### src/rtl/alu_arbiter_pkg.sv
// Shared types for the two-port ALU arbiter:
// FSM states, ALU function codes and opcode helpers.
package alu_arbiter_pkg;

   typedef enum logic [1:0] {
      IDLE = 2'd0,
      EXEC = 2'd1,
      RESP = 2'd2
   } state_e;

   localparam logic [3:0] FUNC_AND = 4'd0;
   localparam logic [3:0] FUNC_OR  = 4'd1;
   localparam logic [3:0] FUNC_ADD = 4'd2;
   localparam logic [3:0] FUNC_LLS = 4'd3;
   localparam logic [3:0] FUNC_LRS = 4'd4;
   localparam logic [3:0] FUNC_ARS = 4'd5;
   localparam logic [3:0] FUNC_SUB = 4'd6;
   localparam logic [3:0] FUNC_SLT = 4'd7;
   localparam logic [3:0] FUNC_XOR = 4'd8;
   localparam logic [3:0] FUNC_NOR = 4'd12;

   // Only add/sub produce a meaningful overflow flag.
   function automatic logic has_ovf(input logic [3:0] f);
      return (f == FUNC_ADD) || (f == FUNC_SUB);
   endfunction

endpackage

### src/rtl/alu_arbiter_if.sv
// Request/response bundle between issue logic and the
// ALU arbiter; master is the issue side, slave the arbiter.
interface alu_arbiter_if #(
   parameter int data_width = 16
);
   logic                  req0_valid;
   logic                  req0_ready;
   logic [data_width-1:0] req0_A;
   logic [data_width-1:0] req0_B;
   logic [3:0]            req0_FuncCode;
   logic                  req1_valid;
   logic                  req1_ready;
   logic [data_width-1:0] req1_A;
   logic [data_width-1:0] req1_B;
   logic [3:0]            req1_FuncCode;
   logic                  rsp_valid;
   logic                  rsp_ready;
   logic                  rsp_id;
   logic [data_width-1:0] rsp_C;
   logic                  rsp_OverflowFlag;
   logic                  busy;

   modport master (
      output req0_valid, req0_A, req0_B, req0_FuncCode,
      output req1_valid, req1_A, req1_B, req1_FuncCode,
      output rsp_ready,
      input  req0_ready, req1_ready,
      input  rsp_valid, rsp_id, rsp_C, rsp_OverflowFlag,
      input  busy
   );

   modport slave (
      input  req0_valid, req0_A, req0_B, req0_FuncCode,
      input  req1_valid, req1_A, req1_B, req1_FuncCode,
      input  rsp_ready,
      output req0_ready, req1_ready,
      output rsp_valid, rsp_id, rsp_C, rsp_OverflowFlag,
      output busy
   );
endinterface

### src/rtl/alu_arbiter_alu.sv
// Shared combinational ALU. The overflow output is not
// cleared for non-arithmetic ops; callers must mask it.
module ALU
   import alu_arbiter_pkg::*;
#(
   parameter int data_width = 16
) (
   input  logic [data_width-1:0] A,
   input  logic [data_width-1:0] B,
   input  logic [3:0]            FuncCode,
   output logic [data_width-1:0] C,
   output logic                  OverflowFlag
);
   localparam int SW  = $clog2(data_width);
   localparam int MSB = data_width - 1;

   logic [data_width-1:0] sum;
   logic [data_width-1:0] dif;
   logic [SW-1:0]         sh;
   logic                  ov_add;
   logic                  ov_sub;

   assign sum = A + B;
   assign dif = A - B;
   assign sh  = B[SW-1:0];

   assign ov_add = (A[MSB] == B[MSB]) && (sum[MSB] != A[MSB]);
   assign ov_sub = (A[MSB] != B[MSB]) && (dif[MSB] != A[MSB]);

   assign OverflowFlag = (FuncCode == FUNC_SUB) ? ov_sub : ov_add;

   always_comb begin
      C = '0;
      unique case (FuncCode)
         FUNC_AND: C = A & B;
         FUNC_OR:  C = A | B;
         FUNC_ADD: C = sum;
         FUNC_SUB: C = dif;
         FUNC_XOR: C = A ^ B;
         FUNC_NOR: C = ~(A | B);
         FUNC_LLS: C = A << sh;
         FUNC_LRS: C = A >> sh;
         FUNC_ARS: C = $unsigned($signed(A) >>> sh);
         FUNC_SLT: begin
            C = {{(data_width-1){1'b0}},
                 ($signed(A) < $signed(B))};
         end
         default:  C = '0;
      endcase
   end

endmodule

### src/rtl/alu_arbiter_rr_pick2.sv
// Two-way round-robin pick; prio_i names the tie winner.
// Purely combinational.
module rr_pick2 (
   input  logic [1:0] valid_i,
   input  logic       prio_i,
   output logic [1:0] gnt_o,
   output logic       id_o
);
   assign gnt_o[0] = valid_i[0] & (~valid_i[1] | ~prio_i);
   assign gnt_o[1] = valid_i[1] & (~valid_i[0] |  prio_i);
   assign id_o     = gnt_o[1];
endmodule

### src/rtl/alu_arbiter.sv
// Round-robin front end for the shared ALU: accept, execute
// from a private operand register, hold result until taken.
module alu_arbiter
   import alu_arbiter_pkg::*;
#(
   parameter int data_width = 16
) (
   input  logic         clk,
   input  logic         reset,
   alu_arbiter_if.slave bus
);
   state_e                state_q, state_d;
   logic                  prio_q, prio_d;
   logic [data_width-1:0] a_q, a_d;
   logic [data_width-1:0] b_q, b_d;
   logic [3:0]            f_q, f_d;
   logic                  id_q, id_d;
   logic [data_width-1:0] c_q, c_d;
   logic                  ov_q, ov_d;
   logic                  rid_q, rid_d;

   logic [1:0]            gnt;
   logic                  gid;
   logic [1:0]            rdy;
   logic [data_width-1:0] alu_c;
   logic                  alu_ov;

   rr_pick2 u_pick (
      .valid_i ({bus.req1_valid, bus.req0_valid}),
      .prio_i  (prio_q),
      .gnt_o   (gnt),
      .id_o    (gid)
   );

   ALU #(
      .data_width (data_width)
   ) u_alu (
      .A            (a_q),
      .B            (b_q),
      .FuncCode     (f_q),
      .C            (alu_c),
      .OverflowFlag (alu_ov)
   );

   always_comb begin
      state_d = state_q;
      prio_d  = prio_q;
      a_d     = a_q;
      b_d     = b_q;
      f_d     = f_q;
      id_d    = id_q;
      c_d     = c_q;
      ov_d    = ov_q;
      rid_d   = rid_q;
      rdy     = 2'b00;
      unique case (state_q)
         IDLE: begin
            if (|gnt) begin
               // Readies stay low while reset is held.
               rdy     = gnt & {2{~reset}};
               a_d     = gid ? bus.req1_A : bus.req0_A;
               b_d     = gid ? bus.req1_B : bus.req0_B;
               f_d     = gid ? bus.req1_FuncCode
                             : bus.req0_FuncCode;
               id_d    = gid;
               state_d = EXEC;
            end
         end
         EXEC: begin
            c_d     = alu_c;
            ov_d    = has_ovf(f_q) & alu_ov;
            rid_d   = id_q;
            state_d = RESP;
         end
         RESP: begin
            if (bus.rsp_ready) begin
               prio_d  = ~rid_q;
               state_d = IDLE;
            end
         end
         default: state_d = IDLE;
      endcase
   end

   always_ff @(posedge clk) begin
      if (reset) begin
         state_q <= IDLE;
         prio_q  <= 1'b0;
         a_q     <= '0;
         b_q     <= '0;
         f_q     <= '0;
         id_q    <= 1'b0;
         c_q     <= '0;
         ov_q    <= 1'b0;
         rid_q   <= 1'b0;
      end else begin
         state_q <= state_d;
         prio_q  <= prio_d;
         a_q     <= a_d;
         b_q     <= b_d;
         f_q     <= f_d;
         id_q    <= id_d;
         c_q     <= c_d;
         ov_q    <= ov_d;
         rid_q   <= rid_d;
      end
   end

   assign bus.req0_ready       = rdy[0];
   assign bus.req1_ready       = rdy[1];
   assign bus.rsp_valid        = (state_q == RESP);
   assign bus.rsp_id           = rid_q;
   assign bus.rsp_C            = c_q;
   assign bus.rsp_OverflowFlag = ov_q;
   assign bus.busy             = (state_q != IDLE);

endmodule

### src/flat_wrapper.sv
// flat-port wrapper written by rule: the top's interface ports become plain ports
module alu_arbiter_flat import alu_arbiter_pkg::*;
#(
   parameter int data_width = 16
)
  (clk, reset, bus_req0_valid, bus_req0_A, bus_req0_B, bus_req0_FuncCode, bus_req1_valid, bus_req1_A, bus_req1_B, bus_req1_FuncCode, bus_rsp_ready, bus_req0_ready, bus_req1_ready, bus_rsp_valid, bus_rsp_id, bus_rsp_C, bus_rsp_OverflowFlag, bus_busy);
  alu_arbiter_if #(.data_width(data_width)) bus_i ();
  input  logic clk;
  input  logic reset;
  input wire logic [$bits(bus_i.req0_valid)-1:0] bus_req0_valid;
  input wire logic [$bits(bus_i.req0_A)-1:0] bus_req0_A;
  input wire logic [$bits(bus_i.req0_B)-1:0] bus_req0_B;
  input wire logic [$bits(bus_i.req0_FuncCode)-1:0] bus_req0_FuncCode;
  input wire logic [$bits(bus_i.req1_valid)-1:0] bus_req1_valid;
  input wire logic [$bits(bus_i.req1_A)-1:0] bus_req1_A;
  input wire logic [$bits(bus_i.req1_B)-1:0] bus_req1_B;
  input wire logic [$bits(bus_i.req1_FuncCode)-1:0] bus_req1_FuncCode;
  input wire logic [$bits(bus_i.rsp_ready)-1:0] bus_rsp_ready;
  output wire logic [$bits(bus_i.req0_ready)-1:0] bus_req0_ready;
  output wire logic [$bits(bus_i.req1_ready)-1:0] bus_req1_ready;
  output wire logic [$bits(bus_i.rsp_valid)-1:0] bus_rsp_valid;
  output wire logic [$bits(bus_i.rsp_id)-1:0] bus_rsp_id;
  output wire logic [$bits(bus_i.rsp_C)-1:0] bus_rsp_C;
  output wire logic [$bits(bus_i.rsp_OverflowFlag)-1:0] bus_rsp_OverflowFlag;
  output wire logic [$bits(bus_i.busy)-1:0] bus_busy;
  assign bus_i.req0_valid = bus_req0_valid;
  assign bus_i.req0_A = bus_req0_A;
  assign bus_i.req0_B = bus_req0_B;
  assign bus_i.req0_FuncCode = bus_req0_FuncCode;
  assign bus_i.req1_valid = bus_req1_valid;
  assign bus_i.req1_A = bus_req1_A;
  assign bus_i.req1_B = bus_req1_B;
  assign bus_i.req1_FuncCode = bus_req1_FuncCode;
  assign bus_i.rsp_ready = bus_rsp_ready;
  assign bus_req0_ready = bus_i.req0_ready;
  assign bus_req1_ready = bus_i.req1_ready;
  assign bus_rsp_valid = bus_i.rsp_valid;
  assign bus_rsp_id = bus_i.rsp_id;
  assign bus_rsp_C = bus_i.rsp_C;
  assign bus_rsp_OverflowFlag = bus_i.rsp_OverflowFlag;
  assign bus_busy = bus_i.busy;
  alu_arbiter #(.data_width(data_width)) u_core (.clk(clk), .reset(reset), .bus(bus_i));
endmodule
### config.mk
export PLATFORM = sky130hd
export DESIGN_NAME = alu_arbiter_flat
export DESIGN_NICKNAME = d
export VERILOG_FILES = /design/src/rtl/alu_arbiter_pkg.sv /design/src/rtl/alu_arbiter_if.sv /design/src/rtl/alu_arbiter_alu.sv /design/src/rtl/alu_arbiter_rr_pick2.sv /design/src/rtl/alu_arbiter.sv /design/src/flat_wrapper.sv
export SDC_FILE = /design/constraint.sdc
export NUM_CORES = 1
export LEC_CHECK = 0
export BUFFER_PORTS_ARGS = -buffer_cell sky130_fd_sc_hd__buf_4
export CORE_MARGIN = 1
export CORE_UTILIZATION = 60
export CTS_BUF_LIST = sky130_fd_sc_hd__clkbuf_4 sky130_fd_sc_hd__clkbuf_8
export CTS_CLUSTER_SIZE = 25
export DETAILED_ROUTE_END_ITERATION = 12
export PLACE_DENSITY_LB_ADDON = 0.1
export SLEW_MARGIN = 10
export SYNTH_ARGS = -nofsm -noshare
export SYNTH_HDL_FRONTEND = slang
export SYNTH_SLANG_ARGS = --single-unit
### constraint.sdc
create_clock -name clk -period 4.3 [get_ports clk]
set_input_delay 0.215 -clock clk [delete_from_list [all_inputs] [get_ports clk]]
set_output_delay 0.215 -clock clk [all_outputs]
set_load 0.005 [all_outputs]
==> run metrics, run 1 <==
largest net degree at the start of global routing 61; Buffers & Inverters on Critical Path 2; initial antenna violation count 0; worst vdd ir 0.000262 V; total number of vias 7552; Post-synth EDFFs 0; maxcap violations 0; post-CTS resize count 0; # port buffers 98; first-pass GRT wire length 36500 µm; worst hold path class in -> reg; yosys warns 0; Clock transition at path regs 80 ps; 1st-pass router iterations 7; Final period util 74.9%; Worst Tran Pin Value 1200 ps; Critical-path top delay cell dfxtp_1; Mean Syn Cell Area 7.69 µm²; crit end category register; core area 10500 µm²; CP Max Fanout 8; Post-Synthesis Cells 860; FP Rows 37; final count of negative-setup-slack endpoints 0; Syn-to-layout area delta 14.7%; vias per inst 7.12; # clock sinks 58; clk buf depth 2; global route overflow 0; count of pins over their slew limit 0; slowest stage delay, CP 510 ps; Ant. Diodes 0; DIE AREA 11400 µm²; I/O Pins 99; Post-CTS Setup Bufs 0; sequential element share of the synthesized area 17.6%; Detail Route Antenna Nets 0; Final HPWL DP 17800 µm; GRT Total Usage 42.0%; Hold Vio Cnt, Final 0; largest delay contributor family on the critical path compound AO/OA/AOI/OAI gates; Synth Register Bits 58; fraction of registers with async set/reset 0%; CTS tree built; P_leak 3.22 nW; CTS Root Cell clkbuf_8; # DRC 0; CTS buffer count 9; 1st-iter DRT viols 1228; vias in the first global route 6676; GP Congestion 1.06; setup TNS 0 ps; Req. time, crit path 4590 ps; Synth Flop Type dfxtp_1; Setup CP Type reg -> reg; count of unique library cells instantiated by Yosys 75; PwrDens 340 nW/µm²; layout cell share with drive strength beyond 1 20.0%; syn nets 989; Worst Skew 11.6 ps; fin util 72.2%; crit-path most repeated cell a311oi_1; Hold-fix buffers, CTS 0; Starting Density 62.9%; startpoint types register; drt wl/cell 22.4 µm; max_slew headroom 19.8%; FMAX 0.311 GHz; status complete, no violations; post-detailed-routing wire length 23700 µm; Clock H-tree levels 3; Crit path arrival time 3500 ps; CP Cell Sequence inv_1, ha_1, fa_1, o21bai_1, a311oi_1, buf_4, nor4_1, o32ai_1, xnor2_1, nand2_1, a311oi_1; Post-Syn Area 6610 µm²; die width 107 µm; RSZ-0062 raised after global routing false; Final min period 3220 ps; fin nets 1049; fillcell total 823; Skew-Pair Late Insertion Delay 370 ps; die height 107 µm
-- report_power, final --
part	internal, mW	total, mW	switching [mW]
combinational	0.534	1.34	0.806
clock	0.291	0.532	0.240
sequential	0.593	0.705	0.112
total	1.42	2.58	1.16
-- synthesized netlist by cell type, drive strengths merged, types with 3 or more instances --
master	number	area (µm²)
a222oi	3	30.0
or2	5	31.3
o21ai	51	255
xnor2	4	35.0
or3	6	37.5
ha	50	626
o31ai	3	22.5
and3b	3	26.3
o21a	7	52.6
o31a	6	52.6
mux2i	60	601
and3	4	25.0
nand2	64	240
nor3b	4	35.0
a311oi	8	76.3
a2111oi	7	67.6
a31oi	9	56.3
a211o	3	26.3
clkbuf	42	158
buf	23	113
a221oi	6	52.6
a211oi	47	353
mux2	12	135
a22oi	9	67.6
inv	47	176
mux4	21	473
nand3	11	55.1
nor2b	9	56.3
a21o	6	45.0
nor3	22	120
xor2	3	26.3
a21oi	59	295
nor4	5	37.5
nand4	6	37.5
nor2	112	420
o211ai	15	113
o21bai	5	37.5
nand2b	11	68.8
o22ai	5	31.3
dfxtp	58	1160
-- worst paths after layout --
path,start,depth (start not counted),end,slack (ps)
worst min-delay path,bus_rsp_ready,3,u_core.state_q[1],120
worst max register to register,u_core.a_q[0],11,u_core.bus.rsp_C[14],1080
worst min register to register,u_core.id_q,2,u_core.bus.rsp_id,460
worst max-delay path,u_core.a_q[0],11,u_core.bus.rsp_C[14],1080
-- flip-flops by register name, summed over array words and instances (netlist names) --
signal / flops
u_core.bus.rsp_OverflowFlag: 1
u_core.f_q: 4
u_core.id_q: 1
u_core.bus.rsp_C: 16
u_core.state_q: 2
u_core.bus.rsp_id: 1
u_core.a_q: 16
u_core.b_q: 16
u_core.prio_q: 1
-- worst register-to-register path: stages (launching register included) --
cell and delay [ps]:
dfxtp_1 510, inv_1 160, ha_1 250, fa_1 420, o21bai_1 250, a311oi_1 160
buf_4 180, nor4_1 460, o32ai_1 270, xnor2_1 180, nand2_1 70, a311oi_1 220
-- cell usage in the layout (no fill, tap or decap), types with 21 or more instances in the layout --
cell type,Yosys,layout
a211oi_1,47,47
a21oi_1,59,59
buf_4,3,114
dfxtp_1,58,57
ha_1,50,50
inv_1,42,42
mux2i_1,60,60
mux4_2,21,21
nand2_1,64,64
nor2_1,112,111
o21ai_0,45,44
-- kinds of logic (layout without fill, tap and decap cells) --
kind of cell    count (synthesis)  count (layout)  synth area share, %
simple gates                  269             269                 19.0
flops                          58              58                 17.6
xor+xnor                        7               7                0.928
fa+ha+maj                      52              52                 10.1
mux                            93              93                 18.3
compound gates                268             268                 27.3
buf+inv                       113             177                 6.81
-- per-layer routing --
metal  global-route usage [%]  routed length (µm)
met5                        0                   0
met3                     10.3                3460
met1                     55.3                8790
met4                     21.4                1170
met2                     63.5               10300
-- final cells by class --
| type | instances | area (µm²) | area share [%] |
|---|---|---|---|
| multi-input combinational | 689 | 5020 | 66.2 |
| clock buffer | 12 | 153 | 2.01 |
| tap | 136 | 170 | 2.24 |
| clock inverter | 3 | 40.0 | 0.528 |
| sequential | 58 | 1160 | 15.3 |
| timing repair buffer | 114 | 856 | 11.3 |
| inverter | 48 | 180 | 2.38 |
-- stage by stage --
stage	area (µm²)	instances	total power, mW	worst slack (ps)	hold slack [ps]
6_report	7580	1060	2.58	1080	125
5_1_grt	7580	1060	2.68	877	136
4_1_cts	7580	1060	2.51	1210	116
3_5_place_dp	7390	1045	1.98	1230	457
3_3_place_gp	7390	1045	1.95	1180	438
2_1_floorplan	6610	860	1.58	1500	397
No activity file was read; power rests on OpenSTA's default activity.
==> run 2: changes to the inputs <==
--- a/config.mk
+++ b/config.mk
@@ -5,6 +5,7 @@
 export SDC_FILE = /design/constraint.sdc
 export NUM_CORES = 1
 export LEC_CHECK = 0
+export ABC_AREA = 1
 export BUFFER_PORTS_ARGS = -buffer_cell sky130_fd_sc_hd__buf_4
 export CORE_MARGIN = 1
 export CORE_UTILIZATION = 60
==> constraint.sdc (replaced) <==
create_clock -name clk -period 3 [get_ports clk]
set_input_delay 0.15 -clock clk [delete_from_list [all_inputs] [get_ports clk]]
set_output_delay 0.15 -clock clk [all_outputs]
set_load 0.005 [all_outputs]
==> run 2 against run 1 <==
Compared with the run above:
- first-iteration DRC count decreased by 30%
- die area hardly changed
- global-route usage shrank 0.17 points
- maximum frequency grew 31%
- via count rose by 9.8%
- cell count rose by 33%
- combinational power rose by 24%
- utilization up 0.43 points
- largest cell class unchanged
- largest power group unchanged
- highest routed layer unchanged
==> run metrics, run 2 <==
count of pins over their slew limit 0; I/O Pins 99; startpoint types register; die height 107 µm; top cells by count, synth 359 x nand2_1, 157 x nor2_1, 138 x nand3_1; maxcap violations 0; Final HPWL DP 18400 µm; count of unique library cells instantiated by Yosys 42; P_leak 3.74 nW; vias per inst 5.88; met2 usage in global routing 65.5%; status complete, no violations; Mean Syn Cell Area 5.54 µm²; Skew-Pair Late Insertion Delay 380 ps; Synth Flop Type dfxtp_1; Final Cell Area 7630 µm²; fin nets 1399; GP Congestion 1.05; drt wl/cell 16.6 µm; CP Max Fanout 5; Internal Power 1.72 mW; # clock sinks 58; Design Power 3.28 mW; Logic pwr share 50.5%; fraction of registers with async set/reset 0%; post-CTS resize count 0; reg2reg setup slack 540 ps; yosys warns 0; most common cell in the netlist nand2_1; Worst Skew 21.2 ps; Final period util 82.1%; Hold Vio Cnt, Final 0; Post-CTS Setup Bufs 0; Synth Register Bits 58; Clock H-tree levels 3; Hold-fix buffers, CTS 0; layout cell share with drive strength beyond 1 12.6%; placed cell area 7450 µm²; max_slew headroom 47.3%; sequential element share of the synthesized area 17.6%; sequential share of power 27.8%; Worst Tran Pin Value 790 ps; 1st-iter DRT viols 855; die width 107 µm; CTS tree built; Req. time, crit path 3220 ps; largest net degree at the start of global routing 60; global route overflow 0; crit end category register; FP Rows 37; Starting Density 62.9%; syn nets 1322; Post-Synthesis Cells 1193; Syn-to-layout area delta 15.4%; busiest grt layer met2; core area 10500 µm²; initial antenna violation count 0; # DRC 0; Min-Delay Endpoint u_core.state_q[1]; setup TNS 0 ps; GRT Total Usage 41.8%; dominant cell type by area after synthesis nand2_1; clk buf depth 2; reg2reg start u_core.a_q[0]; met1 usage 53.6%; PwrDens 430 nW/µm²; Post-Syn Area 6610 µm²; CTS Root Cell clkbuf_8; final count of negative-setup-slack endpoints 0; cells on worst reg2reg path 15; Ant. Diodes 0; DIE AREA 11400 µm²; switch share 47.7%; vias in the first global route 7508; worst vdd ir 0.000424 V; worst slack, placed 637 ps; FMAX 0.406 GHz; Yosys top cell area share 20.4%; commonest non-fill, non-tap cells in the layout 359 x nand2_1, 157 x nor2_1, 138 x nand3_1, 124 x buf_4, 100 x inv_1; Synth area leaders nand2_1 20%, dfxtp_1 18%, nand3_1 10%, ha_1 9.5%, nor2_1 8.9%; post-detailed-routing wire length 23400 µm; hold depth 4; RSZ-0062 raised after global routing false; P_sw 1.56 mW; Final min period 2460 ps; total number of vias 8294; final worst slack 537 ps; Clk pwr share 21.7%; met3 GRT Util 8.02%; # port buffers 98; Clock transition at path regs 70 ps; Post-synth EDFFs 0; 1st-pass router iterations 6; Crit path arrival time 2690 ps; Detail Route Antenna Nets 0; worst hold path class in -> reg; min-delay src bus_rsp_ready; first-pass GRT wire length 36900 µm; Critical R2R Capture u_core.bus.rsp_C[12]; Setup CP Type reg -> reg; most common cell after layout, fill and taps aside nand2_1; CTS buffer count 9
run 2: changes by cell type in the layout (fill, tap and decap cells not counted), sizes merged, moves of 21 or more:
cell    before  now
inv         47  109
nand2       64  361
mux2i       60    1
mux4        21    0
o21ai       51   84
nand3       11  138
a21oi       59   96
nor2       112  162
a211oi      47    5
run 2: worst max-delay path by stage:
stage                     depth (start not counted)  slack [ps]                    to     startpoint
after floorplan                                  17         720  u_core.bus.rsp_C[15]  u_core.b_q[2]
after global placement                           15         650  u_core.bus.rsp_C[12]  u_core.a_q[0]
after detailed placement                         15         640  u_core.bus.rsp_C[12]  u_core.a_q[0]
after CTS                                        15         630  u_core.bus.rsp_C[12]  u_core.a_q[0]
after global routing                             15         300  u_core.bus.rsp_C[12]  u_core.a_q[0]
final                                            15         540  u_core.bus.rsp_C[12]  u_core.a_q[0]
run 2: power by group through the flow:
stage          Clock [mW]  Sequential [mW]  Combinational [mW]
5_1_grt             0.739            0.917                1.82
2_1_floorplan           0            0.913                1.11
3_5_place_dp            0            0.925                1.60
4_1_cts             0.707            0.908                1.61
3_3_place_gp            0            0.922                1.58
6_report            0.712            0.913                1.66
run 2: logic make-up after synthesis:
family / synth area share (%)
fa+ha+maj: 10.1
simple gates: 43.6
mux: 0.151
flops: 17.6
compound gates: 17.7
buf+inv: 10.6
xor+xnor: 0.397
run 2: layout make-up:
class	instances	area (µm²)
Fill cell	1002	2880
Clock buffer	10	138
Tap cell	136	170
Sequential cell	58	1160
Clock inverter	6	42.5
Multi-Input combinational cell	965	4750
Inverter	111	417
Timing Repair Buffer	125	951
run 2: worst max-delay path, stage by stage, from the launching register on:
cell and delay, ps:
dfxtp_1 410, ha_1 290, inv_1 80, fa_1 370
inv_1 120, nand3_1 80, nand3_1 160, nand2_1 70
nand2_1 160, nand2_1 110, nand2_1 70, nand2_1 50
nand3_1 70, nand3_1 110, nand2_1 80, a21oi_1 80
run 2: per-stage QoR:
stage	utilization [%]	hold slack [ps]	std cells
finish	72.6	63.3	1411
global route	72.6	77.6	1411
CTS	72.6	54.2	1411
detailed placement	70.9	426	1395
global placement	70.9	417	1395
floorplan	-	316	1193
run 2: per-layer routing:
metal / vias up / wire [µm]
met4: 0 / 1280
met3: 103 / 2510
met2: 524 / 10000
met1: 3627 / 9610
li1: 4040 / -
met5: - / 0
